## src/rtl/fifo_tg_pkg.sv

```systemverilog
// fifo_tg_pkg: shared FSM states and LFSR constants for the FIFO traffic generator.
package fifo_tg_pkg;
    typedef enum logic [1:0] {IDLE, RUN, DRAIN, DONE} state_t;
    localparam int LFSR_W = 16;
    // Right-shifting Fibonacci form of taps 16,14,13,11 (state bits 0,2,3,5).
    localparam logic [LFSR_W-1:0] TAP_MASK = 16'h002D;
endpackage

```

## src/rtl/tg_lfsr.sv

```systemverilog
// tg_lfsr: 16-bit Fibonacci LFSR that steps only when advance is high.
module tg_lfsr
    import fifo_tg_pkg::*;
#(
    parameter logic [LFSR_W-1:0] SEED = 16'hACE1
) (
    input  logic              clk,
    input  logic              rst,
    input  logic              advance,
    output logic [LFSR_W-1:0] state
);
    always_ff @(posedge clk)
        if (!rst) state <= SEED;
        else if (advance) state <= {^(state & TAP_MASK), state[LFSR_W-1:1]};
endmodule

```

## src/rtl/fifo_traffic_gen.sv

```systemverilog
// fifo_traffic_gen: drives a FIFO with pseudo-random push/pop traffic, then drains it
// and cross-checks the FIFO flags against an internal occupancy count.
module fifo_traffic_gen
    import fifo_tg_pkg::*;
#(
    parameter int                WIDTH     = 8,
    parameter int                DEPTH     = 4,
    parameter int                NUM_OPS   = 64,
    parameter int                START_IDX = 3,
    parameter logic [LFSR_W-1:0] SEED      = 16'hACE1
) (
    input  logic             clk,
    input  logic             rst,
    input  logic             enable,
    input  logic             empty,
    input  logic             full,
    output logic             push,
    output logic             pop,
    output logic [WIDTH-1:0] data_in,
    output logic             start,
    output logic             busy,
    output logic             done,
    output logic             occ_err
);
    localparam int OW = $clog2(DEPTH + 1);
    localparam int CW = $clog2(NUM_OPS + 1);
    localparam logic [OW-1:0]    OCC_FULL  = OW'(DEPTH);
    localparam logic [CW-1:0]    LAST_OP   = CW'(NUM_OPS - 1);
    localparam logic [WIDTH-1:0] START_SEQ = WIDTH'(START_IDX);

    state_t            state;
    logic [OW-1:0]     occ;
    logic [CW-1:0]     ops;
    logic [WIDTH-1:0]  seq;
    logic              start_sent;
    logic [LFSR_W-1:0] lfsr;
    logic              run;
    logic              drain;

    assign run     = state == RUN;
    assign drain   = state == DRAIN;
    assign busy    = run | drain;
    assign done    = state == DONE;
    assign data_in = seq;

    tg_lfsr #(.SEED(SEED)) u_lfsr (
        .clk     (clk),
        .rst     (rst),
        .advance (run),
        .state   (lfsr)
    );

    // Strobes react to the flags in the same cycle and are gated by reset so a
    // reset edge never coincides with a FIFO access.
    always_comb begin
        push  = rst & run & lfsr[0] & ~full;
        pop   = rst & ((run & lfsr[1]) | drain) & ~empty;
        start = push & (seq == START_SEQ) & ~start_sent;
    end

    always_ff @(posedge clk) begin
        if (!rst) begin
            state      <= IDLE;
            occ        <= '0;
            ops        <= '0;
            seq        <= '0;
            start_sent <= 1'b0;
            occ_err    <= 1'b0;
        end else begin
            if (busy && (((occ == '0) != empty) || ((occ == OCC_FULL) != full))) occ_err <= 1'b1;
            if (push && !pop) occ <= occ + 1'b1;
            else if (pop && !push) occ <= occ - 1'b1;
            if (push) seq <= seq + 1'b1;
            if (start) start_sent <= 1'b1;
            case (state)
                IDLE: begin
                    occ        <= '0;
                    ops        <= '0;
                    seq        <= '0;
                    start_sent <= 1'b0;
                    if (enable) state <= RUN;
                end
                RUN: begin
                    ops <= ops + 1'b1;
                    if (ops == LAST_OP) state <= DRAIN;
                end
                DRAIN:   if (empty) state <= DONE;
                DONE:    if (!enable) state <= IDLE;
                default: state <= IDLE;
            endcase
        end
    end
endmodule

```

## config.mk

```make
export PLATFORM = sky130hd
export DESIGN_NAME = fifo_traffic_gen
export DESIGN_NICKNAME = d
export VERILOG_FILES = /design/src/rtl/fifo_tg_pkg.sv /design/src/rtl/tg_lfsr.sv /design/src/rtl/fifo_traffic_gen.sv
export SDC_FILE = /design/constraint.sdc
export NUM_CORES = 1
export LEC_CHECK = 0
export CAP_MARGIN = 20
export CORE_MARGIN = 3
export CORE_UTILIZATION = 59
export DETAILED_ROUTE_END_ITERATION = 8
export PLACE_DENSITY = 0.82
export REMOVE_ABC_BUFFERS = 1
export SETUP_SLACK_MARGIN = 0.15
export SYNTH_ARGS = -nofsm -noshare
export SYNTH_HDL_FRONTEND = slang
export SYNTH_SLANG_ARGS = --single-unit
```

## constraint.sdc

```tcl
create_clock -name clk -period 4.1 [get_ports clk]
set_input_delay 1.23 -clock clk [delete_from_list [all_inputs] [get_ports clk]]
set_output_delay 1.23 -clock clk [all_outputs]
set_load 0.03 [all_outputs]
```

==> out/results.tsv, run 1 <==
metric	value	unit
route.detailed.drc	0	
drtPass1Iterations	4	
pre_cts_ws	0.511	ns
rsz0062_at_grt	no	
cts_max_path_buffers	2	
core_area	2830	um2
crit_fanout	29	
wl_met3	107	um
setup_viol	0	
post_cts_buffers	0	
wl_per_cell	13.7	um
vias	1336	
antenna_left	0	
hold_violations	0	
grt_util_all_layers	20.0	%
avgViaCountPerCell	5.71	
dr_wl_met2	1550	um
finClkSkew	0.0132	ns
htree_levels	2	
grt_max_degree	30	
crit_arrival	2.37	ns
setup_slack	0.498	ns
antenna_found_initial	0	
r2r_start	state[1]	
synth_top_area_share	42.6	%
cp.required	2.87	ns
grt_pass1_vias	1283	
worstSetupStartpoint	rst	
clk_pin_slew_worst_paths	0.11	ns
p_per_area	541	nW/um2
ys.flop_type	dfxtp_1	
synth.area.top_cells	dfxtp_1 43%, mux2i_1 11%, ha_1 5.6%	
tightest_slew	0.727	ns
ys_seq_elements	38	
wl_met1	1490	um
cts_resized	0	
slew-limit-headroom	51.5	%
synth_top_area_cell	dfxtp_1	
r2r.worst_path.cells	10	
start_util	63.2	%
die_y	61.0	um
crit_path_start_kind	input port	
ys_seq_area_share	42.6	%
drv_cap	0	
synthTopCellsByCount	38 x dfxtp_1, 20 x mux2i_1, 15 x nor2b_1	
placementRows	19	
io_buffers	18	
synth_edf_count	0	
grt_pass1_wl	5450	um
syn_to_final_growth	13.2	%
cts-root-buf	clkbuf_4	
cts.sinks	38	
period_share	87.8	%
ir_drop	0.000283	V
tritoncts	done	
drv_slew	0	
synth_most_common_cell	dfxtp_1	
setup_tns	0	ns
grt_overflow	0	
synthArstFlopShare	0	%
crit_path_end_kind	output port	
cts_hold_buf	0	
dpl.hpwl	2220	um
r2r_setup_slack	1.16	ns
diodes	0	
clk_latency	0.34	ns
fmax	278	MHz
reg2reg_to	occ[2]	
die_w	61.0	um
crit_end	pop	
drive_above_1_share	6.40	%
drtIter0Drc	44	
critPathKind	input port to output port	
avgSynthCellArea	9.66	um2
p_leak	0.000792	uW
ys_types	36	
outcome	completed	
cts_inserted_buffers	5	
io_pins	19	
top_layer	met4	
min_period	3.60	ns
final_nets	217	
routabilityCongestion	0.799	
syn-instance-count	185	
totalWireLength	3210	um
hold_path_class	flop to flop	
syn_area	1790	um2
ys_warn_count	0	
die_area	3720	um2
logic make-up (layout without fill, tap and decap cells):
| family | after synthesis | count (layout) | share of synthesized area, % |
|---|---|---|---|
| AND/OR/NAND/NOR | 68 | 68 | 21.3 |
| flip-flops | 38 | 38 | 42.6 |
| AO/OA/AOI/OAI | 20 | 20 | 7.35 |
| multiplexers | 20 | 20 | 11.2 |
| XOR/XNOR | 15 | 15 | 7.35 |
| buffers and inverters | 15 | 33 | 3.50 |
| adder cells (fa/ha/maj) | 9 | 9 | 6.72 |
where the power goes:
group	switching, uW	leakage (uW)	internal (uW)
Sequential	46.2	0.000309	437
Clock	113	0.0000254	64.7
Combinational	240	0.000457	193
how the worst min path moves through the flow:
| stage | start | to | depth (start not counted) |
|---|---|---|---|
| 2_1_floorplan | u_lfsr.state[10] | u_lfsr.state[10] | 2 |
| 5_1_grt | occ_err | occ_err | 1 |
| 6_report | occ_err | occ_err | 1 |
| 3_3_place_gp | start_sent | start_sent | 2 |
| 4_1_cts | occ_err | occ_err | 1 |
| 3_5_place_dp | u_lfsr.state[7] | u_lfsr.state[7] | 2 |
critical path: stages:
cell             delay (ns)
clkdlybuf4s50_1        0.49
buf_4                  0.28
nand3b_1               0.14
inv_1                  0.07
buf_4                  0.15
cells in the final DEF (no fill, tap or decap), drive strengths merged, types with 2 or more instances in the layout:
cell type	instances
o211a	2
or3	2
nor2	13
nand2	13
clkdlybuf4s50	15
buf	6
and4	2
inv	5
o21a	2
xor2	10
nor2b	15
dfxtp	38
nand4	2
o21ai	4
a21oi	8
mux2i	20
nand3	6
ha	8
clkbuf	7
xnor2	5
nor3b	6
sequential cells by signal, indices dropped and copies added, names as in the netlist:
register      count
occ               3
data_in           8
u_lfsr.state     16
start_sent        1
ops               7
state             2
occ_err           1
per-layer routing:
metal	up-vias	global-route usage [%]
li1	671	-
met1	630	24.4
met2	26	32.2
met3	9	5.03
met4	0	10.8
met5	-	0
layout make-up:
cell class,instances,area [um2]
Fill cell,220,807
Inverter,5,18.8
Timing Repair Buffer,21,195
Sequential cell,38,761
Multi-Input combinational cell,132,963
Tap cell,31,38.8
Clock buffer,7,45.0
stage by stage:
stage | total power [uW] | util, % | area [um2] | std cells | hold WS, ns
2_1_floorplan | 811 | - | 1740 | 175 | 0.440
3_3_place_gp | 898 | 69.9 | 1980 | 227 | 0.452
3_5_place_dp | 924 | 69.9 | 1980 | 227 | 0.461
4_1_cts | 1100 | 71.5 | 2020 | 234 | 0.487
5_1_grt | 1180 | 71.5 | 2020 | 234 | 0.508
6_report | 1090 | 71.5 | 2020 | 234 | 0.483
Note: power is estimated with default switching activity, not from simulation.
==> inputs of run 2 (changes only) <==
- CORE_UTILIZATION: 59 -> 25
- PLACE_DENSITY: 0.82 -> 0.41
==> run 2 against run 1 <==
Against the previous run: final area is 7.2% higher; hold slack worse by 0.0062 ns; worst setup slack worse by 0.011 ns; global-route usage is 11 points lower; core utilization is 40 points lower; combinational power hardly changed; via count is 6.1% lower; non-clock buffer count stayed put; clock-buffer cell count is 1 higher; critical endpoint is now start.
==> out/results.tsv, run 2 (synthesized netlist as in run 1, its figures left out) <==
metric	value	unit	change
cts-root-buf	clkbuf_8		
finalPower	1210	uW	+11%
tightest_slew	0.531	ns	-0.197 ns
core_area	6870	um2	+140%
post_cts_buffers	0		unchanged
setup_viol	0		unchanged
clk_pin_slew_worst_paths	0.07	ns	-0.04 ns
drtIter0Drc	38		-14%
rsz0062_at_grt	no		
final_common_cell	dfxtp_1		
ir_drop	0.000192	V	-32%
diodes	0		unchanged
hold_path_class	flop to flop		
totalWireLength	3410	um	+6.0%
placementRows	30		+11
grt_pass1_wl	5970	um	+9.5%
htree_levels	2		unchanged
cp.required	2.87	ns	about the same
clk_latency	0.28	ns	-0.06 ns
tritoncts	done		
die_w	90.5	um	+48%
final_nets	217		unchanged
drv_cap	0		unchanged
critPathKind	input port to output port		
fmax	277	MHz	-0.31%
io_pins	19		unchanged
final_cell_mix	38 x dfxtp_1, 20 x mux2i_1, 15 x nor2b_1, 15 x clkdlybuf4s50_1, 13 x nor2_1		
grt_util_all_layers	8.94	%	-11 points
period_share	88.1	%	+0.27 points
cts_max_path_buffers	2		unchanged
crit_path_start_kind	input port		
fillers	739		+240%
fin_hold_ws	0.477	ns	-0.00625 ns
routabilityCongestion	0.663		-17%
p_leak	0.000824	uW	+4.1%
dpl.hpwl	2350	um	+6.0%
cts_inserted_buffers	5		unchanged
start_util	26.0	%	-37 points
crit_path_end_kind	output port		
largest_reg_flops	16		unchanged
slew-limit-headroom	64.6	%	+13 points
route.detailed.drc	0		unchanged
wl_per_cell	11.4	um	-17%
grt_max_degree	33		+10%
drtPass1Iterations	4		unchanged
cts.sinks	38		unchanged
cts_resized	0		unchanged
drv_slew	0		unchanged
crit_arrival	2.38	ns	about the same
die_area	8200	um2	+120%
antenna_found_initial	0		unchanged
finClkSkew	0.00741	ns	-0.00582 ns
antenna_left	0		unchanged
cts_hold_buf	0		unchanged
max_flop_register	u_lfsr.state		
hold_violations	0		unchanged
setup_tns	0	ns	unchanged
drive_above_1_share	7.84	%	+1.4 points
crit_fanout	3		-90%
syn_to_final_growth	21.4	%	
grt_overflow	0		unchanged
die_y	90.5	um	+48%
avgViaCountPerCell	4.18		-27%
min_period	3.61	ns	+0.0111 ns
p_per_area	560	nW/um2	+3.6%
outcome	completed		
grt_pass1_vias	1272		-0.86%
vias	1254		-6.1%
io_buffers	18		unchanged
-- run 2: changes by cell type in the layout (fill, tap and decap cells not counted), sizes merged --
cell,previous run,this run
clkbuf,7,8
-- run 2: final cells by class --
cell class                      count  area, um2  share of cell area [%]
Multi-Input combinational cell    132        963                    44.4
Sequential cell                    38        761                    35.1
Timing Repair Buffer               21        195                    9.00
Tap cell                           96        120                    5.54
Clock buffer                        8        110                    5.08
Inverter                            5       18.8                   0.866
-- run 2: worst paths after layout --
check | cells after the start | endpoint | start | slack, ns
max | 4 | start | rst | 0.49
min | 2 | u_lfsr.state[7] | u_lfsr.state[8] | 0.48
max reg2reg | 10 | occ[2] | state[1] | 1.64
min reg2reg | 2 | u_lfsr.state[7] | u_lfsr.state[8] | 0.48
-- run 2: metal layers --
metal  routed length (um)  GRT usage [%]  vias to the layer above
li1                     -              -                      666
met1                 1780           11.3                      574
met2                 1520           14.3                       10
met3                   54           2.33                        4
met4                   54           3.83                        0
met5                    0              0                        -
-- run 2: critical path, stage by stage --
cell and delay [ns]:
clkdlybuf4s50_1 0.54, and4b_1 0.23, and4_1 0.21, buf_4 0.16
-- run 2: report_power, final --
group | internal [uW] | switching [uW] | leakage [uW] | total [uW]
clock | 170 | 127 | 0.0000575 | 297
sequential | 437 | 46.2 | 0.000309 | 483
combinational | 192 | 242 | 0.000457 | 434
total | 799 | 416 | 0.000824 | 1210
-- run 2: per-stage QoR --
stage               instance area [um2]  std cells  worst slack (ns)  utilization (%)
global route                       2170        300             0.401             31.6
detailed placement                 2060        292             0.446             30.0
finish                             2170        300             0.487             31.6
global placement                   2060        292             0.464             30.0
floorplan                          1740        175             0.347                -
CTS                                2170        300             0.439             31.6
==> inputs of run 3 (changes only) <==
- CORE_UTILIZATION: 25 -> 49
- PLACE_DENSITY: 0.41 -> 0.7
==> run 3 against run 2 <==
Against the previous run: clock-buffer cell count decreased by 2; register-to-register slack worse by 0.37 ns; clock skew rose by 0.0095 ns; critical path depth unchanged.
==> out/results.tsv, run 3 (synthesized netlist as in run 1, its figures left out) <==
metric	value	unit	change
dp_cells	242		-17%
use_met2	26.1	%	+12 points
drv_cap	0		unchanged
syn_to_final_growth	14.6	%	
io_buffers	18		unchanged
cp.required	2.87	ns	about the same
tritoncts	done		
drtIter0Drc	63		+66%
outcome	completed		
slew-limit-headroom	57.7	%	-6.9 points
cts_resized	0		unchanged
crit_path_start_kind	input port		
clk_latency	0.33	ns	+0.05 ns
setup_tns	0	ns	unchanged
p_leak	0.000796	uW	-3.3%
final_cell_mix	38 x dfxtp_1, 20 x mux2i_1, 15 x nor2b_1, 15 x clkdlybuf4s50_1, 13 x nor2_1		
use_met3	3.57	%	+1.2 points
dpl.hpwl	2160	um	-8.2%
diodes	0		unchanged
route.detailed.drc	0		unchanged
grt_pass1_wl	5580	um	-6.5%
top_usage_layer	met2		
r2r.worst_path.cells	10		unchanged
crit_arrival	2.36	ns	-0.02 ns
period_share	87.6	%	-0.52 points
hold_path_class	flop to flop		
grt_pass1_vias	1305		+2.6%
clk_pin_slew_worst_paths	0.09	ns	+0.02 ns
final_common_cell	dfxtp_1		
start_util	52.3	%	+26 points
r2r_start	state[1]		
max_flop_register	u_lfsr.state		
worstHoldPathCells	2		unchanged
p_per_area	535	nW/um2	-4.4%
io_pins	19		unchanged
min_period	3.59	ns	-0.0213 ns
cts_hold_buf	0		unchanged
die_area	4410	um2	-46%
die_y	66.4	um	-27%
cts-root-buf	clkbuf_4		
setup_viol	0		unchanged
die_w	66.4	um	-27%
wl_per_cell	12.3	um	+8.1%
avgViaCountPerCell	5.30		+27%
crit_path_end_kind	output port		
hold_violations	0		unchanged
grt_max_degree	29		-12%
min_from	u_lfsr.state[6]		
placementRows	21		-30%
post_cts_buffers	0		unchanged
hold-path-endpoint	u_lfsr.state[6]		
largest_reg_flops	16		unchanged
drv_slew	0		unchanged
fin_hold_ws	0.479	ns	+0.00195 ns
pre_cts_ws	0.516	ns	+0.0702 ns
finClkSkew	0.0169	ns	+0.00946 ns
reg2reg_to	occ[2]		
drtPass1Iterations	4		unchanged
grt_util_all_layers	16.2	%	+7.2 points
cts_max_path_buffers	2		unchanged
grt_util_met1	20.4	%	+9.1 points
tightest_slew	0.634	ns	+0.103 ns
worstSetupStartpoint	rst		
drive_above_1_share	6.93	%	-0.91 points
cts.sinks	38		unchanged
antenna_left	0		unchanged
critPathKind	input port to output port		
final_nets	217		unchanged
core_area	3420	um2	-50%
cts_inserted_buffers	5		unchanged
instances_no_fill	248		-17%
r2r_setup_slack	1.27	ns	-0.37 ns
htree_levels	2		unchanged
fmax	278	MHz	+0.59%
crit_fanout	3		unchanged
vias	1314		+4.8%
rsz0062_at_grt	no		
grt_overflow	0		unchanged
antenna_found_initial	0		unchanged
setup_slack	0.509	ns	+0.0213 ns
ir_drop	0.000249	V	+30%
routabilityCongestion	0.786		+19%
totalWireLength	3050	um	-11%
-- run 3: how the worst max path moves through the flow --
stage	endpoint	cells past startpoint	slack [ns]
finish	start	4	0.51
global route	start	4	0.41
CTS	start	4	0.51
detailed placement	start	4	0.52
global placement	start	4	0.52
floorplan	start	4	0.35
-- run 3: power by group --
part / switching [uW] / internal [uW]
registers: 42.8 / 437
logic: 237 / 193
clock network: 109 / 77.4
total: 389 / 707
-- run 3: metal layers --
layer,part of all wire (%),vias to the layer above
li1,-,665
met1,48,626
met2,48,19
met3,3.7,4
met4,1.1,0
met5,0,-
-- run 3: area by class of cell --
class,count,area (um2)
Sequential cell,38,761
Inverter,5,18.8
Timing Repair Buffer,21,195
Fill cell,309,1370
Multi-Input combinational cell,132,963
Tap cell,46,57.6
Clock buffer,6,51.3
-- run 3: critical path, stage by stage --
cell and delay (ns):
clkdlybuf4s50_1 0.52, and4b_1 0.23, and4_1 0.22, buf_4 0.17
-- run 3: metrics by stage --
step	instance area (um2)	power (uW)	util (%)
after floorplan	1740	811	-
after global placement	2000	901	58.4
after detailed placement	2000	921	58.4
after CTS	2050	1110	59.9
after global routing	2050	1180	59.9
final	2050	1100	59.9
==> RTL edit 1: new RTL, config.mk and constraints of run 2 <==
`WIDTH`: 8 -> 7.
--- a/src/rtl/fifo_traffic_gen.sv
+++ b/src/rtl/fifo_traffic_gen.sv
@@ -4,5 +4,5 @@
     import fifo_tg_pkg::*;
 #(
-    parameter int                WIDTH     = 8,
+    parameter int                WIDTH     = 7,
     parameter int                DEPTH     = 4,
     parameter int                NUM_OPS   = 64,
Interface: changed (resized data_in); port bits go from 19 to 18. The function was not compared with the original's and may differ.
==> RTL edit 1 against run 2 <==
Clock skew shrank 0.0043 ns; worst setup slack lost 0.22 ns; via count shrank 0.16%; sequential share of layout area grew 0.86 points; combinational power is essentially flat; total power shrank 5.3%; sequential cell count shrank 1; global-route usage grew 0.99 points; area after synthesis shrank 2.5%; final cell count shrank 9.0%; wire length is essentially flat; non-clock buffer count shrank 1; final area shrank 5.0%.
==> RTL edit 1: results <==
hold_path:
  hold-path-endpoint: "u_lfsr.state[15]$_SDFFE_PN1N_"
  worstHoldStart: "u_lfsr.state[15]$_SDFFE_PN1N_"
  hold_depth: 2
clock_network:
  clkTransAtPathRegs_ns: 0.07
  htree_levels: 2
  ctsResizeCount: 0
  clkLatencyLatePin_ns: 0.28
  cts_buffer_depth: 2
  cts-root-buf: "clkbuf_8"
  numCtsBuffers: 5
  postCtsSetupRepairBufs: 0
setup_path:
  reg2reg_depth: 10
  r2r_slack_ns: 1.25
  r2r_start: "state[1]$_SDFFE_PN0P_"
  path_delay_family: "simple AND/OR/NAND/NOR gates"
  critPathMaxFanout: 4
  crit_slowest_cell: "clkdlybuf4s50_1"
  worstPathArrival_ns: 2.60
  crit_path_max_incr_delay_ns: 0.45
synth:
  async_reset_ff_share_pct: 0
  synthTopCellsByArea: "dfxtp_1 (43%), mux2i_1 (11%), ha_1 (5.7%)"
  synth_seq_area_share_pct: 42.5
  ys_warn_count: 0
  yosys_most_used_dff: "dfxtp_1"
  synth_commonest_cells: "dfxtp_1 (37), mux2i_1 (20), nor2b_1 (14)"
  synth_cell_types: 36
routing:
  routed_via_density: 4.59
  drt_iter0_drc: 20
  drt_wl_total_mm: 3.41
  drt_first_pass_iters: 3
  drc_errors: 0
grt:
  grt.total_usage_pct: 9.94
  grt_start_max_net_pins: 29
  grt_pass1_vias: 1333
  antenna_found_initial: 0
  grt_pass1_wl_mm: 6.19
place:
  place_area_um2: 1980
  dp_slack_ns: 0.248
  dp_hpwl_mm: 2.42
  io_buffers: 17
  place.gp.congestion: 0.779
final_layout:
  largest_reg_flops: 16
  largest-register: "u_lfsr.state"
  drive_gt1_share_pct: 9.18
  n_antenna_cell: 0
  fillers: 671
  nets: 209
pwr:
  peakVddDrop_v: 0.000128
  power_switching_w: 0.000413
  leakage_nw: 0.790
sta:
  fin_worst_skew_ns: 0.00313
  clock.fmax_mhz: 261
  tightestPinTransition_ns: 0.669
  timing.hold.ws_ns: 0.475
  hold_viol_final: 0
run_status:
  outcome: "completed"
## RTL edit 1: cell count changes after synthesis, moves of 2 or more
cell / change
nand3_1: -3
nor2_1: -3
and4_1: -2
buf_2: -2
## RTL edit 1: logic make-up after synthesis
family	after synthesis	synth area share [%]
AOI/OAI and AO/OA	22	8.33
xor gates and xnor gates	14	7.04
adders and majority gates	9	6.90
buffers and inverters	15	3.66
DFF	37	42.5
muxes	20	11.5
and+or+nand+nor	61	20.0
## RTL edit 1: worst reg2reg max path: stages, from the launching register on
cell     delay (ns)
dfxtp_1        0.35
inv_1          0.11
ha_1           0.59
and4b_1        0.34
buf_4          0.18
ha_1           0.19
inv_1          0.06
fa_1           0.37
xor2_1         0.15
or3_1          0.30
a21oi_1        0.14
## RTL edit 1: area by class of cell
type | instances | share of cell area [%]
well taps | 77 | 4.68
multi-input cells | 126 | 45.5
clock inverters | 2 | 0.486
flip-flops and latches | 37 | 35.9
inverters | 5 | 0.911
repair buffers | 20 | 8.99
clock buffers | 6 | 3.52
## RTL edit 1: per-stage QoR
stage	power [W]	utilization [%]	instances
2_1_floorplan	0.000801	-	168
3_3_place_gp	0.000906	30.3	265
3_5_place_dp	0.000924	30.3	265
4_1_cts	0.00118	31.6	273
5_1_grt	0.00125	31.6	273
6_report	0.00115	31.6	273
## RTL edit 1: worst max path at each step
stage	from	to	slack, ns	depth (start not counted)
floorplan	state[1]$_SDFFE_PN0P_	start	0.005	5
global placement	full	start	0.26	5
detailed placement	full	start	0.25	5
CTS	full	start	0.24	5
global route	full	start	0.18	5
finish	full	start	0.27	5
## RTL edit 1: per-layer routing
layer	global-route usage [%]	part of all wire (%)	vias to the layer above
li1	-	-	643
met1	12.0	48	585
met2	16.3	46	17
met3	3.50	4.1	7
met4	3.65	1.8	0
met5	0	0	-
## RTL edit 1: power by group through the flow
| stage | clock network (W) | registers (W) | logic, W |
|---|---|---|---|
| 5_1_grt | 0.000272 | 0.000483 | 0.000492 |
| 6_report | 0.000244 | 0.000473 | 0.000434 |
| 3_3_place_gp | 0 | 0.000478 | 0.000428 |
| 3_5_place_dp | 0 | 0.000481 | 0.000442 |
| 4_1_cts | 0.000260 | 0.000474 | 0.000443 |
| 2_1_floorplan | 0 | 0.000480 | 0.000321 |
==> RTL edit 2: new RTL, settings of run 2 <==
Made on the original files. Register the output `occ_err` once more, cleared by the reset; this adds one clock of latency there. The other outputs are not delayed to match.
--- a/src/rtl/fifo_traffic_gen.sv
+++ b/src/rtl/fifo_traffic_gen.sv
@@ -28,4 +28,6 @@
     localparam logic [CW-1:0]    LAST_OP   = CW'(NUM_OPS - 1);
     localparam logic [WIDTH-1:0] START_SEQ = WIDTH'(START_IDX);
+
+    logic occ_err_s0;
 
     state_t            state;
@@ -66,7 +68,7 @@
             seq        <= '0;
             start_sent <= 1'b0;
-            occ_err    <= 1'b0;
+            occ_err_s0 <= 1'b0;
         end else begin
-            if (busy && (((occ == '0) != empty) || ((occ == OCC_FULL) != full))) occ_err <= 1'b1;
+            if (busy && (((occ == '0) != empty) || ((occ == OCC_FULL) != full))) occ_err_s0 <= 1'b1;
             if (push && !pop) occ <= occ + 1'b1;
             else if (pop && !push) occ <= occ - 1'b1;
@@ -91,4 +93,12 @@
         end
     end
+    always_ff @(posedge clk) begin
+        if (!rst) begin
+            occ_err <= '0;
+        end else begin
+            occ_err <= occ_err_s0;
+        end
+    end
+
 endmodule
 
Behaviour: not the same (a bounded check fails within 4 cycles, from zero or initial values and one cycle with rst low).
==> RTL edit 2 against run 2 <==
Area after synthesis hardly changed; non-clock buffer count is 1 higher; clock power is 5% lower; final area stayed put; worst setup slack worse by 0.086 ns; total power is 2.5% lower; wire length is 0.62% higher; sequential cell count is 1 higher; clock skew is 0.0022 ns higher; count of clock-buffer cells in the layout stayed put; sequential power is 0.8% higher.
==> RTL edit 2: results <==
run_status:
  outcome: "completed"
routing:
  drt_wl_total_mm: 3.43
  drt_first_pass_iters: 4
  drt_iter0_drc: 52
  dr_total_vias: 1290
setup_path:
  cp-startpoint: "rst"
  r2r_start: "state[1]$_SDFFE_PN0P_"
  critPathMaxFanout: 3
  timing.rr.end: "occ[2]$_SDFFE_PP0P_"
  crit_end: "pop"
  r2r_slack_ns: 1.27
  worstPathArrival_ns: 2.47
  reg2reg_depth: 10
grt:
  overflow: 0
  antenna_found_initial: 0
  grt.total_usage_pct: 8.59
  grt_start_max_net_pins: 21
  grt_pass1_wl_mm: 5.79
clock_network:
  htree_levels: 2
  ctsResizeCount: 0
  cts_buffer_depth: 2
  clkLatencyLatePin_ns: 0.29
  numCtsBuffers: 5
  clkTransAtPathRegs_ns: 0.07
place:
  place_area_um2: 2070
  dp_cells: 298
  dp_slack_ns: 0.365
  io_buffers: 18
  dp_hpwl_mm: 2.40
  place.gp.congestion: 0.680
synth:
  synth_commonest_cells: "dfxtp_1 (39), nor2_1 (26), mux2i_1 (20)"
  synth_cells: 190
  async_reset_ff_share_pct: 0
  synth_seq_area_share_pct: 43.7
  ys_warn_count: 0
  synth_cell_types: 37
  synthTopCellsByArea: "dfxtp_1 (44%), mux2i_1 (11%), ha_1 (5.6%)"
sta:
  slew_violations: 0
  slew_headroom_pct: 55.7
  timing.hold.ws_ns: 0.458
  clock.fmax_mhz: 270
  fin_worst_skew_ns: 0.00958
final_layout:
  fillers: 756
  largest-register: "u_lfsr.state"
  drive_gt1_share_pct: 8.57
  final_cells: 306
  nets: 223
pwr:
  p_comb_w: 0.000415
  leakage_nw: 0.833
  totalPowerFinal_w: 0.00118
  peakVddDrop_v: 0.000174
  power_clock_w: 0.000283
  p_int_w: 0.000782
hold_path:
  hold_path.class: "reg -> reg"
  hold_depth: 1
[RTL edit 2: kinds of logic (layout without fill, tap and decap cells)]
group	Yosys count	in the layout	synth area share, %
adders and majority gates	9	9	6.73
muxes	20	20	11.2
buffers and inverters	17	37	3.71
DFF	39	39	43.7
xor gates and xnor gates	15	15	7.36
AOI/OAI and AO/OA	20	20	7.15
and+or+nand+nor	70	70	20.1
[RTL edit 2: layer usage]
metal  vias up  share of wire (%)  track usage [%]
met4         0               0.79             3.70
li1        690                  -                -
met3         2                2.1             2.08
met2        10                 45             13.6
met5         -                  0                0
met1       588                 52             11.1
[RTL edit 2: how the worst min path moves through the flow]
stage	endpoint	from
detailed placement	occ_err$_SDFF_PN0_	occ_err_s0$_SDFFE_PN0P_
global placement	occ_err$_SDFF_PN0_	occ_err_s0$_SDFFE_PN0P_
floorplan	occ_err$_SDFF_PN0_	occ_err_s0$_SDFFE_PN0P_
finish	occ_err$_SDFF_PN0_	occ_err_s0$_SDFFE_PN0P_
CTS	occ_err$_SDFF_PN0_	occ_err_s0$_SDFFE_PN0P_
global route	occ_err$_SDFF_PN0_	occ_err_s0$_SDFFE_PN0P_
[RTL edit 2: layout make-up]
class / count / area [um^2] / area share (%)
inverter: 7 / 26.3 / 1.21
timing repair buffer: 22 / 203 / 9.35
multi-input combinational: 134 / 938 / 43.3
sequential: 39 / 781 / 36.0
tap: 96 / 120 / 5.54
clock buffer: 8 / 100 / 4.62
[RTL edit 2: worst max-delay path, cell delays in order]
cell	delay, ns
clkdlybuf4s50_1	0.54
inv_1	0.07
or3_1	0.41
inv_1	0.07
buf_4	0.15
